## src/rtl/biu_arbiter.sv

```systemverilog
// Round-robin arbiter sharing one BIU master port among NUM_MASTERS one-deep request slots; s_en -> m_en in 2 cycles.
// m_en and its fields hold while m_busy=1; a request to a master whose slot is still busy is dropped.
module biu_arbiter #(
    parameter int ADDR_WIDTH  = 32,
    parameter int DATA_WIDTH  = 32,
    parameter int NUM_MASTERS = 4,
    localparam int IW = (NUM_MASTERS > 1) ? $clog2(NUM_MASTERS) : 1
) (
    input  logic                              clk,
    input  logic                              rst,
    input  logic [NUM_MASTERS*ADDR_WIDTH-1:0] s_address,
    input  logic [NUM_MASTERS*DATA_WIDTH-1:0] s_data_out,
    input  logic [NUM_MASTERS-1:0]            s_rnw,
    input  logic [NUM_MASTERS-1:0]            s_en,
    output logic [NUM_MASTERS*DATA_WIDTH-1:0] s_data_in,
    output logic [NUM_MASTERS-1:0]            s_data_valid,
    output logic [NUM_MASTERS-1:0]            s_busy,
    output logic [ADDR_WIDTH-1:0]             m_address,
    output logic [DATA_WIDTH-1:0]             m_data_out,
    output logic                              m_rnw,
    output logic                              m_en,
    input  logic [DATA_WIDTH-1:0]             m_data_in,
    input  logic                              m_data_valid,
    input  logic                              m_busy,
    output logic [IW-1:0]                     grant_id,
    output logic                              active
);

    typedef enum logic [1:0] {
        IDLE    = 2'd0,
        ISSUE   = 2'd1,
        WAIT_RD = 2'd2
    } state_t;

    state_t state, state_nxt;

    logic [NUM_MASTERS-1:0] pend_vld;
    logic [NUM_MASTERS-1:0] pend_rnw;
    logic [ADDR_WIDTH-1:0]  pend_addr [NUM_MASTERS];
    logic [DATA_WIDTH-1:0]  pend_data [NUM_MASTERS];
    logic [DATA_WIDTH-1:0]  rd_data   [NUM_MASTERS];

    logic [IW-1:0] ptr;
    logic [IW-1:0] pick;
    logic [IW-1:0] ptr_nxt;
    logic [IW:0]   rot;
    logic          pick_vld;
    logic          load;
    logic          accept;
    logic          rd_done;
    logic          retire;

    // First pending slot at or after ptr, wrapping modulo NUM_MASTERS.
    always_comb begin
        pick     = '0;
        pick_vld = 1'b0;
        rot      = '0;
        for (int k = 0; k < NUM_MASTERS; k++) begin
            rot = {1'b0, ptr} + (IW+1)'(k);
            if (rot >= (IW+1)'(NUM_MASTERS)) begin
                rot = rot - (IW+1)'(NUM_MASTERS);
            end
            if (!pick_vld && pend_vld[rot[IW-1:0]]) begin
                pick_vld = 1'b1;
                pick     = rot[IW-1:0];
            end
        end
    end

    assign ptr_nxt = (pick == IW'(NUM_MASTERS - 1)) ? '0 : pick + IW'(1);

    always_comb begin
        state_nxt = state;
        load      = 1'b0;
        accept    = 1'b0;
        rd_done   = 1'b0;
        case (state)
            IDLE: begin
                if (pick_vld) begin
                    load      = 1'b1;
                    state_nxt = ISSUE;
                end
            end
            ISSUE: begin
                if (!m_busy) begin
                    accept    = 1'b1;
                    state_nxt = m_rnw ? WAIT_RD : IDLE;
                end
            end
            WAIT_RD: begin
                if (m_data_valid) begin
                    rd_done   = 1'b1;
                    state_nxt = IDLE;
                end
            end
            default: state_nxt = IDLE;
        endcase
    end

    // Writes are posted: the slot frees as soon as the downstream port takes the request.
    assign retire = (accept && !m_rnw) || rd_done;

    always_ff @(posedge clk or posedge rst) begin
        if (rst) begin
            state <= IDLE;
        end else begin
            state <= state_nxt;
        end
    end

    always_ff @(posedge clk or posedge rst) begin
        if (rst) begin
            pend_vld     <= '0;
            pend_rnw     <= '0;
            ptr          <= '0;
            grant_id     <= '0;
            m_address    <= '0;
            m_data_out   <= '0;
            m_rnw        <= 1'b0;
            m_en         <= 1'b0;
            s_data_valid <= '0;
            for (int i = 0; i < NUM_MASTERS; i++) begin
                pend_addr[i] <= '0;
                pend_data[i] <= '0;
                rd_data[i]   <= '0;
            end
        end else begin
            s_data_valid <= '0;
            for (int i = 0; i < NUM_MASTERS; i++) begin
                if (s_en[i] && !pend_vld[i]) begin
                    pend_vld[i]  <= 1'b1;
                    pend_rnw[i]  <= s_rnw[i];
                    pend_addr[i] <= s_address[i*ADDR_WIDTH +: ADDR_WIDTH];
                    pend_data[i] <= s_data_out[i*DATA_WIDTH +: DATA_WIDTH];
                end else if (retire && grant_id == IW'(i)) begin
                    pend_vld[i] <= 1'b0;
                end
                if (rd_done && grant_id == IW'(i)) begin
                    rd_data[i]      <= m_data_in;
                    s_data_valid[i] <= 1'b1;
                end
            end
            if (load) begin
                grant_id   <= pick;
                m_address  <= pend_addr[pick];
                m_data_out <= pend_data[pick];
                m_rnw      <= pend_rnw[pick];
                m_en       <= 1'b1;
                ptr        <= ptr_nxt;
            end
            if (accept) begin
                m_en <= 1'b0;
            end
        end
    end

    for (genvar g = 0; g < NUM_MASTERS; g++) begin : g_rd_flat
        assign s_data_in[g*DATA_WIDTH +: DATA_WIDTH] = rd_data[g];
    end

    assign s_busy = pend_vld;
    assign active = (state != IDLE);

endmodule
```

## config.mk

```make
export PLATFORM = sky130hd
export DESIGN_NAME = biu_arbiter
export DESIGN_NICKNAME = d
export VERILOG_FILES = /design/src/rtl/biu_arbiter.sv
export SDC_FILE = /design/constraint.sdc
export NUM_CORES = 1
export LEC_CHECK = 0
export CORE_ASPECT_RATIO = 0.9
export CORE_MARGIN = 2
export CORE_UTILIZATION = 52
export CTS_BUF_LIST = sky130_fd_sc_hd__clkbuf_16
export DETAILED_ROUTE_END_ITERATION = 10
export PLACE_DENSITY = 0.85
export RECOVER_POWER = 100
export SLEW_MARGIN = 25
export SYNTH_ARGS = -nofsm -noshare
export SYNTH_HDL_FRONTEND = slang
export SYNTH_SLANG_ARGS = --single-unit
```

## constraint.sdc

```tcl
create_clock -name clk -period 29.2 [get_ports clk]
set_input_delay 5.84 -clock clk [delete_from_list [all_inputs] [get_ports clk]]
set_output_delay 5.84 -clock clk [all_outputs]
set_load 0.005 [all_outputs]
```

==> results.cfg <==
[logic_synthesis]
synth_xor_area_frac = 0.000463
synth-simple-area-share = 0.0231
synth_fa_ha_area_frac = 0
syn_inst = 1257
synth_top_cell_by_area = dfrtp_1
synth_edf_count = 0
synth.distinct_cells = 31
synth_ff_type = dfrtp_1
synth.top_cell.area_share = 0.619
synthTopCellsByCount = dfrtp_1, mux2_2, mux2i_1
synth_seq_cells = 468
yosysMostFrequentCell = dfrtp_1
synth.area.top_cells = dfrtp_1, mux2_2, mux2i_1, o221ai_1, nand2_1
syn_area_per_cell_um2 = 15.1
syn-num-nets = 1557
synthArstFlopShare = 1.00
synth_compound_area_frac = 0.0368
synth_top_family_by_area = multiplexers
synthMuxAreaShare = 0.300
synthesis.area_mm2 = 0.0189
ys_seq_area_frac = 0.619
yosys_warnings = 0

[die]
start_util = 0.526
fp.dieArea_mm2 = 0.0380
rows = 66
dieHeight_um = 185
die-width_um = 205
core_area_mm2 = 0.0360
io_pins = 505

[cells_and_area]
area_growth_syn_to_layout_pct = 36.8
multi_input_area_mm2 = 0.00684
nFillCells = 2339
finalNetCount = 2049
final_area_mm2 = 0.0259
register_area_mm2 = 0.0117
drive_gt1_frac = 0.258

[worst_setup_path]
cp_max_fo = 136
cp.required_ps = 28870
cpMaxStageDelayCell = clkinvlp_2
crit_family = buffers and inverters
end_kind = async pin
max_stage_delay_ps = 3270
path_cells = dlygate4sd3_1 > clkinvlp_2 > clkbuf_1
reg2reg_slack_ps = 22020
cp-start-kind = input pin
criticalPathCategory = in2async
arrival_ps = 13050
path_buf_inv = 3

[sta]
worst_pin_slew_ps = 5930
finClkSkew_ps = 10.9
finalSetupViolCount = 0
final_max_slew_viol_count = 909
fin_crit_ps = 13380
maxSlewHeadroom = -2.98
hold_violations = 0
rsz0062_at_grt = false
fmax_mhz = 74.7
min_period_over_period = 0.458
timing.setup.tns_ps = 0

[power_and_ir_drop]
p_switching_w = 0.000903
combinationalPowerShare = 0.382
cellLeakagePower_nw = 11.8
finalPower_w = 0.00281
clkPwrFrac = 0.221
powerDensity_mw_per_mm2 = 109
ir_worst_vdd_uv = 78.5
internal_power_w = 0.00191
seqPwrFrac = 0.398
p_sw_frac = 0.321

[clock_network]
clk_path_buf_depth = 3
htree_num_levels = 2
cts_root_buffer = clkbuf_16
cts_inserted_buffers = 47
postCtsSetupRepairBufs = 0
cts_tree = built
path_clk_slew_ps = 60
hold_buffers = 0
cts_resized = 0
clock_latency_ps = 570
cts.sinks = 468

[routing]
drt_iter0_drc = 611
dr.pass1.iters = 5
wire_per_inst_um = 24.9
drc = 0
routed_wl_mm = 56.6
vias = 12800
drtAntennaViolNets = 0
viasPerCell = 5.61

[outcome]
violations = capacitance limit, slew limit
status = complete, but fails checks

[global_routing]
overflow = 0
grt_antenna_before_repair = 12
grt_start_max_net_pins = 186
grt_pass1_vias = 14000
grt_usage = 0.298
grt_pass1_wl_mm = 85.1

[placed_design]
gp_congestion = 0.846
io_buffer_count = 504
placed_area_mm2 = 0.0244
hpwl_mm = 37.8

[worst_hold_path]
hp-class = reg2reg

[run]
drv_cap = 18
==> final timing paths <==
| check | start | to | depth (start not counted) |
|---|---|---|---|
| min in group asynchronous | rst | s_data_in[25]$_DFFE_PP0P_ | 2 |
| setup reg to reg | s_busy[1]$_DFFE_PP0P_ | m_address[15]$_DFFE_PP0P_ | 4 |
| hold reg to reg | state[0]$_DFFE_PP0P_ | m_en$_DFFE_PP0P_ | 1 |
| max in group clk | s_en[0] | pend_addr[96]$_DFFE_PP0P_ | 4 |
| hold / removal | state[0]$_DFFE_PP0P_ | m_en$_DFFE_PP0P_ | 1 |
| setup / recovery | rst | pend_addr[49]$_DFFE_PP0P_ | 3 |
==> stage by stage <==
stage / instances / util / setup slack [ps] / hold WS, ps
6_report: 2272 / 0.719 / 15820 / 476
5_1_grt: 2268 / 0.719 / 14230 / 509
4_1_cts: 2260 / 0.721 / 21420 / 479
3_5_place_dp: 2174 / 0.678 / 20910 / 471
3_3_place_gp: 2173 / 0.677 / 20960 / 445
2_1_floorplan: 1257 / - / 10310 / 431
==> power groups by stage <==
stage	combinational, W	sequential, W	clock (W)
after floorplan	0.000670	0.00109	0
after global placement	0.00106	0.00111	0
after detailed placement	0.00110	0.00113	0
after CTS	0.00111	0.00112	0.000630
after global routing	0.00115	0.00115	0.000657
final	0.00107	0.00112	0.000621
==> cell usage in the layout (no fill, tap or decap), types with 2 or more instances in the layout <==
| cell type | n |
|---|---|
| dfrtp_1 | 468 |
| mux2_2 | 383 |
| clkdlybuf4s50_1 | 292 |
| dlygate4sd3_1 | 212 |
| mux2i_1 | 130 |
| nand2_1 | 74 |
| o221ai_1 | 65 |
| clkbuf_16 | 47 |
| clkbuf_1 | 13 |
| inv_1 | 11 |
| diode_2 | 10 |
| clkinv_1 | 9 |
| o21ai_0 | 8 |
| clkinv_2 | 8 |
| bufinv_16 | 8 |
| nor2b_1 | 7 |
| nor2_1 | 7 |
| nand2b_1 | 6 |
| mux2_1 | 5 |
| clkinvlp_4 | 4 |
| buf_4 | 3 |
| nor2_4 | 2 |
| or2_0 | 2 |
| a21oi_1 | 2 |
| o22ai_1 | 2 |
| inv_6 | 2 |
==> registers in the layout (all words and copies together), names as in the netlist <==
register / flops
grant_id: 2
m_address: 32
m_data_out: 32
m_en: 1
m_rnw: 1
pend_addr: 128
pend_data: 128
pend_rnw: 4
ptr: 2
s_busy: 4
s_data_in: 128
s_data_valid: 4
state: 2
==> routing by layer <==
| metal | routed length, um | GRT usage | vias to the layer above |
|---|---|---|---|
| met5 | 39 | 0 | - |
| met4 | 2240 | 0.122 | 6 |
| met3 | 4940 | 0.0862 | 125 |
| met2 | 27700 | 0.495 | 489 |
| met1 | 21700 | 0.368 | 6583 |
| li1 | - | - | 5551 |
==> final cells by class <==
class	count	area share
repair buffers	521	0.199
multi-input cells	707	0.264
clock inverters	39	0.0151
clock buffers	47	0.0454
inverters	4	0.000628
diodes	10	0.000966
well taps	476	0.0230
flip-flops and latches	468	0.452
==> logic make-up after synthesis <==
logic type	count (synthesis)
buffers and inverters	82
AO/OA/AOI/OAI	85
XOR/XNOR	1
AND/OR/NAND/NOR	103
flip-flops	468
multiplexers	518
No activity file was read; power rests on OpenSTA's default activity.
